**config.mk**
```make
export PLATFORM = sky130hd
export DESIGN_NAME = inv_shift_row_byte_sub_flat
export DESIGN_NICKNAME = d
export VERILOG_FILES = /design/src/rtl/inv_shift_row_byte_sub_if.sv /design/src/rtl/inv_shift_row_byte_sub.sv /design/src/flat_wrapper.sv
export SDC_FILE = /design/constraint.sdc
export NUM_CORES = 1
export LEC_CHECK = 0
export CORE_MARGIN = 5
export CORE_UTILIZATION = 53
export CTS_CLUSTER_DIAMETER = 100
export CTS_CLUSTER_SIZE = 16
export DETAILED_ROUTE_END_ITERATION = 6
export HOLD_SLACK_MARGIN = 0.02
export PLACE_DENSITY_LB_ADDON = 0.12
export SLEW_MARGIN = 20
export SYNTH_ARGS = -nofsm -noshare
export SYNTH_HDL_FRONTEND = slang
export SYNTH_SLANG_ARGS = --single-unit
```
**constraint.sdc**
```tcl
create_clock -name ap_clk -period 8.49 [get_ports ap_clk]
set_input_delay 1.698 -clock ap_clk [delete_from_list [all_inputs] [get_ports ap_clk]]
set_output_delay 1.698 -clock ap_clk [all_outputs]
set_load 0.02 [all_outputs]
```
**src/rtl/inv_shift_row_byte_sub_if.sv**
```systemverilog
// Block-protocol and memory-port bundle for the InvShiftRows/InvSubBytes stage.
// master is the stage itself; slave is the RAM/ROM/controller side.
interface inv_shift_row_byte_sub_if #(
  parameter int DATA_W = 32,
  parameter int AW     = 5
);
  logic              ap_start;
  logic              ap_done;
  logic              ap_idle;
  logic              ap_ready;
  logic [AW-1:0]     statemt_address0;
  logic              statemt_ce0;
  logic              statemt_we0;
  logic [DATA_W-1:0] statemt_d0;
  logic [DATA_W-1:0] statemt_q0;
  logic [AW-1:0]     statemt_address1;
  logic              statemt_ce1;
  logic              statemt_we1;
  logic [DATA_W-1:0] statemt_d1;
  logic [DATA_W-1:0] statemt_q1;
  logic [7:0]        invSbox_address0;
  logic              invSbox_ce0;
  logic [7:0]        invSbox_q0;
  logic [7:0]        invSbox_address1;
  logic              invSbox_ce1;
  logic [7:0]        invSbox_q1;
  logic [4:0]        fsm_state;

  modport master (
    input  ap_start, statemt_q0, statemt_q1, invSbox_q0, invSbox_q1,
    output ap_done, ap_idle, ap_ready,
    output statemt_address0, statemt_ce0, statemt_we0, statemt_d0,
    output statemt_address1, statemt_ce1, statemt_we1, statemt_d1,
    output invSbox_address0, invSbox_ce0, invSbox_address1, invSbox_ce1,
    output fsm_state
  );

  modport slave (
    output ap_start, statemt_q0, statemt_q1, invSbox_q0, invSbox_q1,
    input  ap_done, ap_idle, ap_ready,
    input  statemt_address0, statemt_ce0, statemt_we0, statemt_d0,
    input  statemt_address1, statemt_ce1, statemt_we1, statemt_d1,
    input  invSbox_address0, invSbox_ce0, invSbox_address1, invSbox_ce1,
    input  fsm_state
  );
endinterface

```
**src/rtl/inv_shift_row_byte_sub.sv**
```systemverilog
// AES decrypt stage: InvShiftRows then InvSubBytes applied in place to the
// 16-byte state in the statemt RAM, using an external dual-port inverse S-box.
module inv_shift_row_byte_sub #(
  parameter int DATA_W = 32,
  parameter int AW     = 5
) (
  input  logic                     ap_clk,
  input  logic                     ap_rst_n,
  inv_shift_row_byte_sub_if.master bus
);

  // Handshake: ap_start is a level request sampled only in IDLE and ignored
  // elsewhere; ap_done and ap_ready pulse together for exactly one cycle on the
  // final write; ap_idle is high in IDLE whenever ap_start is low.
  localparam logic [4:0] S_IDLE      = 5'b00001;
  localparam logic [4:0] S_LOAD      = 5'b00010;
  localparam logic [4:0] S_LOAD_LAST = 5'b00100;
  localparam logic [4:0] S_SUB       = 5'b01000;
  localparam logic [4:0] S_SUB_LAST  = 5'b10000;

  logic [4:0] state;
  logic [2:0] k;
  logic [2:0] kp;
  logic [7:0] sbuf [16];
  logic       wr;
  logic       unused_hi;

  // Byte feeding destination i after rotating row r right by r: {c-r, r}.
  function automatic logic [3:0] src_idx(input logic [3:0] i);
    logic [1:0] r;
    logic [1:0] c;
    r = i[1:0];
    c = i[3:2];
    return {c - r, r};
  endfunction

  // Data returned this cycle belongs to the pair addressed on the previous
  // cycle; k wraps to 0 on entering the *_LAST states, so kp is 7 there.
  assign kp = k - 3'd1;
  assign wr = ((state == S_SUB) && (k != 3'd0)) || (state == S_SUB_LAST);

  assign unused_hi = ^{bus.statemt_q0[DATA_W-1:8], bus.statemt_q1[DATA_W-1:8]};

  always_ff @(posedge ap_clk or negedge ap_rst_n) begin
    if (!ap_rst_n) begin
      state <= S_IDLE;
      k     <= 3'd0;
      for (int i = 0; i < 16; i++) sbuf[i] <= 8'h00;
    end else begin
      case (state)
        S_IDLE: begin
          if (bus.ap_start) begin
            k     <= 3'd0;
            state <= S_LOAD;
          end
        end
        S_LOAD: begin
          if (k != 3'd0) begin
            sbuf[{kp, 1'b0}] <= bus.statemt_q0[7:0];
            sbuf[{kp, 1'b1}] <= bus.statemt_q1[7:0];
          end
          k <= k + 3'd1;
          if (k == 3'd7) state <= S_LOAD_LAST;
        end
        S_LOAD_LAST: begin
          sbuf[14] <= bus.statemt_q0[7:0];
          sbuf[15] <= bus.statemt_q1[7:0];
          k        <= 3'd0;
          state    <= S_SUB;
        end
        S_SUB: begin
          k <= k + 3'd1;
          if (k == 3'd7) state <= S_SUB_LAST;
        end
        S_SUB_LAST: begin
          state <= S_IDLE;
        end
        default: begin
          state <= S_IDLE;
        end
      endcase
    end
  end

  always_comb begin
    bus.statemt_address0 = '0;
    bus.statemt_ce0      = 1'b0;
    bus.statemt_we0      = 1'b0;
    bus.statemt_d0       = '0;
    bus.statemt_address1 = '0;
    bus.statemt_ce1      = 1'b0;
    bus.statemt_we1      = 1'b0;
    bus.statemt_d1       = '0;
    bus.invSbox_address0 = 8'h00;
    bus.invSbox_ce0      = 1'b0;
    bus.invSbox_address1 = 8'h00;
    bus.invSbox_ce1      = 1'b0;
    if (state == S_LOAD) begin
      bus.statemt_ce0      = 1'b1;
      bus.statemt_ce1      = 1'b1;
      bus.statemt_address0 = AW'({k, 1'b0});
      bus.statemt_address1 = AW'({k, 1'b1});
    end
    if (state == S_SUB) begin
      bus.invSbox_ce0      = 1'b1;
      bus.invSbox_ce1      = 1'b1;
      bus.invSbox_address0 = sbuf[src_idx({k, 1'b0})];
      bus.invSbox_address1 = sbuf[src_idx({k, 1'b1})];
    end
    if (wr) begin
      bus.statemt_ce0      = 1'b1;
      bus.statemt_ce1      = 1'b1;
      bus.statemt_we0      = 1'b1;
      bus.statemt_we1      = 1'b1;
      bus.statemt_address0 = AW'({kp, 1'b0});
      bus.statemt_address1 = AW'({kp, 1'b1});
      bus.statemt_d0       = DATA_W'(bus.invSbox_q0);
      bus.statemt_d1       = DATA_W'(bus.invSbox_q1);
    end
  end

  assign bus.ap_done   = (state == S_SUB_LAST);
  assign bus.ap_ready  = (state == S_SUB_LAST);
  assign bus.ap_idle   = (state == S_IDLE) && !bus.ap_start;
  assign bus.fsm_state = state;

endmodule

```
**src/flat_wrapper.sv**
```systemverilog
// flat-port wrapper written by rule: the top's interface ports become plain ports
module inv_shift_row_byte_sub_flat 
#(
  parameter int DATA_W = 32,
  parameter int AW     = 5
)
  (ap_clk, ap_rst_n, bus_ap_start, bus_statemt_q0, bus_statemt_q1, bus_invSbox_q0, bus_invSbox_q1, bus_ap_done, bus_ap_idle, bus_ap_ready, bus_statemt_address0, bus_statemt_ce0, bus_statemt_we0, bus_statemt_d0, bus_statemt_address1, bus_statemt_ce1, bus_statemt_we1, bus_statemt_d1, bus_invSbox_address0, bus_invSbox_ce0, bus_invSbox_address1, bus_invSbox_ce1, bus_fsm_state);
  inv_shift_row_byte_sub_if #(.DATA_W(DATA_W), .AW(AW)) bus_i ();
  input  logic ap_clk;
  input  logic ap_rst_n;
  input wire logic [$bits(bus_i.ap_start)-1:0] bus_ap_start;
  input wire logic [$bits(bus_i.statemt_q0)-1:0] bus_statemt_q0;
  input wire logic [$bits(bus_i.statemt_q1)-1:0] bus_statemt_q1;
  input wire logic [$bits(bus_i.invSbox_q0)-1:0] bus_invSbox_q0;
  input wire logic [$bits(bus_i.invSbox_q1)-1:0] bus_invSbox_q1;
  output wire logic [$bits(bus_i.ap_done)-1:0] bus_ap_done;
  output wire logic [$bits(bus_i.ap_idle)-1:0] bus_ap_idle;
  output wire logic [$bits(bus_i.ap_ready)-1:0] bus_ap_ready;
  output wire logic [$bits(bus_i.statemt_address0)-1:0] bus_statemt_address0;
  output wire logic [$bits(bus_i.statemt_ce0)-1:0] bus_statemt_ce0;
  output wire logic [$bits(bus_i.statemt_we0)-1:0] bus_statemt_we0;
  output wire logic [$bits(bus_i.statemt_d0)-1:0] bus_statemt_d0;
  output wire logic [$bits(bus_i.statemt_address1)-1:0] bus_statemt_address1;
  output wire logic [$bits(bus_i.statemt_ce1)-1:0] bus_statemt_ce1;
  output wire logic [$bits(bus_i.statemt_we1)-1:0] bus_statemt_we1;
  output wire logic [$bits(bus_i.statemt_d1)-1:0] bus_statemt_d1;
  output wire logic [$bits(bus_i.invSbox_address0)-1:0] bus_invSbox_address0;
  output wire logic [$bits(bus_i.invSbox_ce0)-1:0] bus_invSbox_ce0;
  output wire logic [$bits(bus_i.invSbox_address1)-1:0] bus_invSbox_address1;
  output wire logic [$bits(bus_i.invSbox_ce1)-1:0] bus_invSbox_ce1;
  output wire logic [$bits(bus_i.fsm_state)-1:0] bus_fsm_state;
  assign bus_i.ap_start = bus_ap_start;
  assign bus_i.statemt_q0 = bus_statemt_q0;
  assign bus_i.statemt_q1 = bus_statemt_q1;
  assign bus_i.invSbox_q0 = bus_invSbox_q0;
  assign bus_i.invSbox_q1 = bus_invSbox_q1;
  assign bus_ap_done = bus_i.ap_done;
  assign bus_ap_idle = bus_i.ap_idle;
  assign bus_ap_ready = bus_i.ap_ready;
  assign bus_statemt_address0 = bus_i.statemt_address0;
  assign bus_statemt_ce0 = bus_i.statemt_ce0;
  assign bus_statemt_we0 = bus_i.statemt_we0;
  assign bus_statemt_d0 = bus_i.statemt_d0;
  assign bus_statemt_address1 = bus_i.statemt_address1;
  assign bus_statemt_ce1 = bus_i.statemt_ce1;
  assign bus_statemt_we1 = bus_i.statemt_we1;
  assign bus_statemt_d1 = bus_i.statemt_d1;
  assign bus_invSbox_address0 = bus_i.invSbox_address0;
  assign bus_invSbox_ce0 = bus_i.invSbox_ce0;
  assign bus_invSbox_address1 = bus_i.invSbox_address1;
  assign bus_invSbox_ce1 = bus_i.invSbox_ce1;
  assign bus_fsm_state = bus_i.fsm_state;
  inv_shift_row_byte_sub #(.DATA_W(DATA_W), .AW(AW)) u_core (.ap_clk(ap_clk), .ap_rst_n(ap_rst_n), .bus(bus_i));
endmodule
```
After elaboration in Yosys (flattened, before gate mapping):

Cells that the tools add are included.

* register bits after elaboration: 136
* bits in latches: 0
* bits in writable memories: 0
* ROM bits: 0
* output and inout port bits: 104
* logic and storage cells: 88
* memories: 0

* $add $sub $neg: 4
* multiply operators: 0
* divide/modulo/power cells: 0
* order comparisons: 6
* equality and inequality tests: 10
* shifts and indexed selects: 0
* multiplexer cells: 32
* bitwise gates (word level): 4
* reductions and logical operators: 14

Operators by type and width (number)
* 128-bit bitwise mux: 2
* 8-bit two-way mux: 10
* 8-bit binary-select mux with 4-bit select: 2
* 8-bit demux with 4-bit select: 2
* 16-bit case mux with 2 select lines: 1
* 5-bit >= comparator, second input constant: 4
* 4-bit inverter with 5-bit output: 4
* 5-bit case mux with 4 select lines: 1
* 16-bit two-way mux: 1
* 4-bit two-way mux: 4
* 5-bit two-way mux: 3
* 5-bit by 1-bit less-than comparator with 1-bit output, second input constant: 2
* 3-bit case mux with 3 select lines: 1
* 2-bit AND reduction: 3
* 3-bit nonzero test: 2
* 5-bit by 1-bit equality test with 1-bit output, second input constant: 1
* 5-bit by 2-bit equality test with 1-bit output, second input constant: 1
* 5-bit by 3-bit equality test with 1-bit output, second input constant: 1
* 5-bit by 4-bit equality test with 1-bit output, second input constant: 1
* 5-bit equality test, second input constant: 1
* 1-bit logical AND: 4
* 1-bit two-way mux: 4
* 2-bit by 1-bit inequality test with 1-bit output, second input constant: 2
* 2-bit inequality test, second input constant: 2
* other kinds (10): 11

Longest topological paths before layout:

Gate-level depths: netlist of run 1.

* depth in word-level cells: 10
* mapped depth: 11

Least setup slack after synthesis of run 1:

OpenSTA, ideal clock, no wires.

* path kind: register to output
* from: register u_core.k[0]
* to: output port bus_statemt_address1[1]
* data arrival time: 2.591 ns
* data required time: 6.792 ns
* setup slack: 4.201 ns
* stages on the path, launching flop included: 11
* path buffers: 5
* cell sequence: dfrtp_1 > buf_2 > buf_2 > inv_1 > clkbuf_1 > ha_1 > nand2b_1 > a21oi_1 > clkbuf_1 > o21ai_0 > buf_4

* longest elaborated chain between the ends: 4

RTL lines
* start: declaration: line inv_shift_row_byte_sub.sv:22 `logic [2:0] k;`
* start signal: assignment: line inv_shift_row_byte_sub.sv:62 `k <= k + 3'd1;`
* start signal: assignment: line inv_shift_row_byte_sub.sv:72 `k <= k + 3'd1;`
* branches (longest 3 deep; another with 3-bit by 1-bit subtractor with 3-bit output)
* 4-bit two-way mux (*): line inv_shift_row_byte_sub.sv:110 `if (wr) begin`
* end: declaration: line flat_wrapper.sv:23 `output wire logic [$bits(bus_i.statemt_address1)-1:0] bus_statemt_address1;`

Mark *: on every way between the ends.

Final worst setup path of run 1:

* from: register u_core.state[4] (netlist: u_core.bus.fsm_state[4])
* to: output port bus_statemt_address1[1]

* longest elaborated chain between the ends: 4

RTL lines
* start: declaration: line inv_shift_row_byte_sub.sv:21 `logic [4:0] state;`
* start signal: assignment: line inv_shift_row_byte_sub.sv:46 `state <= S_IDLE;`
* start signal: assignment: line inv_shift_row_byte_sub.sv:54 `state <= S_LOAD;`
* start signal: assignment: line inv_shift_row_byte_sub.sv:63 `if (k == 3'd7) state <= S_LOAD_LAST;`
* 5-bit by 4-bit equality test with 1-bit output: line inv_shift_row_byte_sub.sv:40 `assign wr = ((state == S_SUB) && (k != 3'd0)) || (state == S_SUB_LAST);`
* 1-bit logical AND: line inv_shift_row_byte_sub.sv:40
* 1-bit logical OR: line inv_shift_row_byte_sub.sv:40
* 4-bit two-way mux (*): line inv_shift_row_byte_sub.sv:110

Mark *: on every way between the ends. The rest lies on a longest branch, timed or not.

==> summary.md, run 1 <==
| Metric | Value |
|---|---|
| Post-Syn Area | `7020 um2` |
| Post-synth EDFFs | `0` |
| Post-Synth Simple-Gate Area | `0.0634` |
| Post-synthesis register bit count | `136` |
| Synth warnings | `0` |
| Combinational family with the most area after synthesis | `multiplexers` |
| Leak pwr | `0.00343 uW` |
| Worst Path Class, Setup | `reg2out` |
| Max-slew violation count | `0` |
| ANT cells | `0` |
| Synth Instances | `544` |
| Vias in the first global route | `4722` |
| Post-synthesis mux area share | `0.268` |
| Post-route cell area | `8300 um2` |
| Clock transition at path regs | `0.05 ns` |
| Clock root buffer | `clkbuf_16` |
| Worst-skew pair later-pin latency | `0.41 ns` |
| Critical path's slowest cell | `clkdlybuf4s50_1` |
| CP endpoint kind | `output port` |
| RD Place Congestion | `0.769` |
| Hold_buf cts | `0` |
| Fill cells | `1051` |
| Tmin final | `5.27 ns` |
| Most frequent cells in the layout | `dfrtp_1 (135), mux2_2 (127), clkdlybuf4s50_1 (86), conb_1 (51), nor2b_1 (20)` |
| Synth async-reset ratio | `1.00` |
| Synth Area in Adders | `0.00713` |
| RSZ-0062 raised after global routing | `false` |
| Worst-path maximum fanout | `20` |
| TritonRoute pass-1 iters | `4` |
| Max_cap viols | `0` |
| Worst min path class | `reg2reg` |
| Initial antenna violation count | `0` |
| Core Area | `13100 um2` |
| Skew final | `0.00521 ns` |
| Worst EP arrival | `3.57 ns` |
| Starting Density | `0.535` |
| Layout cells sized above 1 | `0.315` |
| Routed WL per cell | `19.8 um` |
| CTS Buffer Depth | `2` |
| Largest cells by area after synthesis | `dfrtp_1 (48%), mux2_2 (20%), buf_4 (6.8%), mux4_2 (4.2%), mux2_4 (2.1%)` |
| Antenna-violating nets left | `0` |
| CTS resizes | `0` |
| CTS tree | `done` |
| CP required | `6.79 ns` |
| Top Ports | `187` |
| Slew HR | `0.252` |
| Critical-path cell list | `nor2_1 > nand3_1 > inv_1 > a21oi_1 > buf_4 > o21ai_0 > clkdlybuf4s50_1` |
| Fmax achieved | `190 MHz` |
| Top-area cell type share of the netlist area | `0.481` |
| Post-CTS setup buffer count | `0` |
| DR WL met2 | `8110 um` |
| Post-Place Cell Area | `7770 um2` |
| Tightest Pin Transition | `1.12 ns` |
| Status | `finished, final reports clean` |
| Most common cell after layout, fill and taps aside | `dfrtp_1` |
| Worst VDD drop | `0.138 mV` |
| Mean Syn Cell Area | `12.9 um2` |
| Cell row count | `42` |
| Endpoints failing setup | `0` |
| Syn-to-layout area delta | `18.1%` |
| H-tree levels | `4` |
| Total Routing Usage GR | `0.209` |
| Die span in x | `125 um` |
| Synthesized-area fraction occupied by xor and xnor cells | `0.00499` |
| DRT met1 WL | `6820 um` |
| Vias per cell | `5.53` |
| Nets | `708` |
| Register area share after synthesis | `0.485` |
| Power Density | `291 nW/um2` |
| Netlist cell types | `49` |
| IO buf count | `87` |
| Via count | `4455` |
| Yosys top cell by area | `dfrtp_1` |
| CP Launch Type | `register` |
| Die ar. | `15700 um2` |
| Synth Flop Type | `dfrtp_1` |
| Initial DRC Count | `205` |
| DRC | `0` |
| Post-synthesis compound-gate area fraction | `0.0798` |
| Final TNS setup | `0 ns` |
| Final Hold Fails | `0` |
| Largest net degree at the start of global routing | `73` |
| Inserted Clock Buffers | `17` |
| Final period util | `0.621` |
| Chip Height | `125 um` |
| CTS Sinks | `136` |
| Critical path's largest stage delay | `0.67 ns` |
| Wirelength, routed | `16000 um` |
| Met3 WL | `878 um` |
| Max layer used | `met4` |
| Final HPWL DP | `10300 um` |
| Overflow after GRT | `0` |
| First-pass GRT wire length | `25900 um` |
## through the flow
stage                     hold WS [ns]  power (uW)  utilization  instances  worst slack [ns]
after CTS                        0.504        2440        0.632        805              3.13
final                            0.501        2420        0.632        805              3.22
after detailed placement         0.491        1760        0.592        778              3.58
after global routing             0.509        2560        0.632        805              2.89
after global placement           0.483        1720        0.592        778              3.62
after floorplan                  0.475        1590            -        594              4.20
## final cells by class
class                   count  area [um2]  area share
clock buffers              23         478      0.0576
well taps                 176         220      0.0265
repair buffers             99         958       0.116
multi-input cells         361        3170       0.382
clock inverters             4        47.5     0.00573
inverters                   6        22.5     0.00271
flip-flops and latches    136        3400       0.410
## report_power, final
part	internal, uW	total [uW]	switching, uW	leakage (uW)
sequential	898	1030	133	0.00160
clock	416	663	247	0.000257
combinational	389	722	332	0.00157
total	1700	2420	712	0.00343
## Yosys cell counts (3+ instances only)
library cell,number
mux2_2,127
o21ai_0,17
a221oi_1,12
a221o_1,5
a21oi_1,16
clkbuf_1,12
buf_1,3
inv_1,5
o21a_1,4
xnor2_1,3
dfrtp_1,135
mux2_4,10
nand3_1,4
nor2_1,16
a22o_1,7
mux4_2,13
buf_4,64
o221ai_1,8
nor2b_1,20
nand2_1,18
buf_2,9
ha_1,4
## flip-flops by register name, indices dropped and copies added (netlist names)
register and cells:
u_core.sbuf 128, u_core.bus.fsm_state 5, u_core.k 3
## cells by family (layout without fill, tap and decap cells)
| family | count (synthesis) | after routing |
|---|---|---|
| AOI/OAI and AO/OA | 76 | 76 |
| xor gates and xnor gates | 4 | 4 |
| adders and majority gates | 4 | 4 |
| buffers and inverters | 97 | 132 |
| DFF | 136 | 136 |
| muxes | 151 | 151 |
| other | 1 | 51 |
| and+or+nand+nor | 75 | 75 |
## final timing paths
| check | start | endpoint | cells past startpoint | slack (ns) |
|---|---|---|---|---|
| worst min register to register | u_core.sbuf[11] | u_core.sbuf[11] | 1 | 0.50 |
| max in group asynchronous | ap_rst_n | u_core.sbuf[31] | 2 | 5.69 |
| min in group asynchronous | ap_rst_n | u_core.sbuf[118] | 1 | 1.38 |
| worst max register to register | u_core.k[1] | u_core.sbuf[61] | 7 | 4.67 |
| worst min-delay path | u_core.sbuf[11] | u_core.sbuf[11] | 1 | 0.50 |
| worst max-delay path | u_core.bus.fsm_state[4] | bus_statemt_address1[1] | 7 | 3.22 |
## per-layer routing
| layer | vias up | global-route usage |
|---|---|---|
| li1 | 2011 | - |
| met1 | 2304 | 0.275 |
| met2 | 127 | 0.345 |
| met3 | 13 | 0.0559 |
| met4 | 0 | 0.0568 |
| met5 | - | 0 |
## worst max-delay path, delay by kind of cell, from the launching register on
kind,cells,cell delay (ns)
AOI/OAI and AO/OA,2,0.41
buffers and inverters,3,1.56
and+or+nand+nor,2,0.72
DFF,1,0.46
Note: power is estimated with default switching activity, not from simulation.
==> inputs of run 2 (changes only) <==
Settings changed: CORE_UTILIZATION 53 to 49.
Clock period 8.49 ns to 5.1 ns, I/O delays scaled along.
==> run 2 against run 1 <==
  * Sequential power is 69% higher
  * Setup slack worse by 2.2 ns
  * Clock skew is 0.0023 ns higher
  * Critical path depth is 2 lower
  * Routed wire length hardly changed
  * Die area is 7.5% higher
==> summary.md, run 2 (synthesized netlist as in run 1, its figures left out) <==
| Metric | Value |
|---|---|
| Status | `finished, final reports clean` |
| Max-slew violation count | `0` |
| Most frequent cells in the layout | `dfrtp_1 (135), mux2_2 (127), clkdlybuf4s50_1 (86), conb_1 (51), nor2b_1 (20)` |
| FF-to-FF End | `u_core.sbuf[49]` |
| Die span in x | `130 um` |
| Most common cell after layout, fill and taps aside | `dfrtp_1` |
| Non-filler cells in the finished layout | `817` |
| CP Launch Type | `register` |
| Hold_buf cts | `0` |
| Starting Density | `0.502` |
| Power Density | `489 nW/um2` |
| Clock transition at path regs | `0.05 ns` |
| Post-CTS setup buffer count | `0` |
| Worst-skew pair later-pin latency | `0.42 ns` |
| Antenna-violating nets left | `0` |
| Vias per cell | `5.47` |
| CTS tree | `done` |
| R2r startpoint | `u_core.k[0]` |
| Hold path start | `u_core.sbuf[14]` |
| TritonRoute pass-1 iters | `5` |
| Initial DRC Count | `381` |
| Fmax achieved | `244 MHz` |
| Core Area | `14000 um2` |
| Cell row count | `43` |
| Routed WL per cell | `19.5 um` |
| Top Ports | `187` |
| Worst Path Class, Setup | `reg2out` |
| RD Place Congestion | `0.746` |
| Largest net degree at the start of global routing | `137` |
| Max_cap viols | `0` |
| Vias in the first global route | `4591` |
| Post-route cell area | `8380 um2` |
| ANT cells | `0` |
| Final HPWL DP | `10200 um` |
| Placed Cells incl. Taps | `785` |
| Chip Height | `130 um` |
| Via count | `4471` |
| Biggest register | `u_core.sbuf` |
| Worst Hold End | `u_core.sbuf[14]` |
| Worst min path class | `reg2reg` |
| Worst VDD drop | `0.292 mV` |
| Tmin final | `4.09 ns` |
| DRC | `0` |
| Worst EP arrival | `3.07 ns` |
| Slew HR | `0.377` |
| CTS Sinks | `136` |
| Power Total | `4100 uW` |
| Total Routing Usage GR | `0.197` |
| Final Hold Fails | `0` |
| Layout cells sized above 1 | `0.322` |
| Tightest Pin Transition | `0.932 ns` |
| CTS Buffer Depth | `2` |
| Initial antenna violation count | `0` |
| Overflow after GRT | `0` |
| CTS resizes | `0` |
| CP endpoint kind | `output port` |
| Wirelength, routed | `15900 um` |
| Leak pwr | `0.00347 uW` |
| Post-Place Cell Area | `7810 um2` |
| Skew final | `0.00750 ns` |
| IO buf count | `87` |
| Fill cells | `1157` |
| RSZ-0062 raised after global routing | `false` |
| First-pass GRT wire length | `25400 um` |
| Worst-path maximum fanout | `16` |
| Reg2reg path depth | `7` |
| Endpoints failing setup | `0` |
| Nets | `711` |
| Die ar. | `16800 um2` |
| Syn-to-layout area delta | `19.3%` |
| Inserted Clock Buffers | `17` |
| CP required | `4.08 ns` |
| Clock root buffer | `clkbuf_16` |
| Final TNS setup | `0 ns` |
| R2R Setup Slk | `1.84 ns` |
| Hold Crit Depth | `1` |
| Final period util | `0.803` |
| Largest register FFs | `128` |
| H-tree levels | `4` |
-- run 2: cell count changes in the layout (fill, tap and decap cells not counted), sizes merged --
cell and delta:
clkinv +3, clkbuf +1, bufinv +1, buf +3
-- run 2: layer usage --
metal	vias to the layer above	GRT usage	part of all wire
li1	2036	-	-
met2	112	0.332	0.51
met3	7	0.0438	0.053
met1	2316	0.262	0.43
met4	0	0.0471	0.0056
met5	-	0	0
-- run 2: cell type report --
cell class | instances | area, um2 | share of cell area
flip-flops and latches | 136 | 3400 | 0.406
multi-input cells | 361 | 3170 | 0.378
repair buffers | 102 | 993 | 0.119
clock buffers | 24 | 472 | 0.0563
well taps | 180 | 225 | 0.0269
clock inverters | 8 | 96.3 | 0.0115
inverters | 6 | 22.5 | 0.00269
-- run 2: power by group --
group | switching [uW] | internal, uW
registers | 241 | 1490
logic | 532 | 652
clock network | 440 | 742
total | 1210 | 2890
-- run 2: per-stage QoR --
step            util  setup slack (ns)  hold slack (ns)
2_1_floorplan      -              1.49            0.475
3_3_place_gp   0.558              1.45            0.484
3_5_place_dp   0.558              1.46            0.492
4_1_cts        0.599             0.967            0.504
5_1_grt        0.599             0.798            0.510
6_report       0.599              1.01            0.499
-- run 2: critical path: stages (launching register included) --
cell,delay (ns)
dfrtp_1,0.72
nor2b_1,0.68
a221o_1,0.25
o21ai_0,0.09
a21oi_1,0.26
clkdlybuf4s50_1,0.65
-- run 2: worst max-delay path by stage --
| stage | start | cells past startpoint | slack (ns) | to |
|---|---|---|---|---|
| after global placement | u_core.k[0] | 6 | 1.45 | bus_invSbox_address1[7] |
| after CTS | u_core.k[0] | 5 | 0.97 | bus_invSbox_address1[7] |
| after global routing | u_core.k[0] | 5 | 0.80 | bus_invSbox_address1[7] |
| after floorplan | u_core.k[0] | 10 | 1.49 | bus_statemt_address1[1] |
| final | u_core.k[0] | 5 | 1.01 | bus_invSbox_address1[7] |
| after detailed placement | u_core.k[0] | 6 | 1.46 | bus_invSbox_address1[7] |
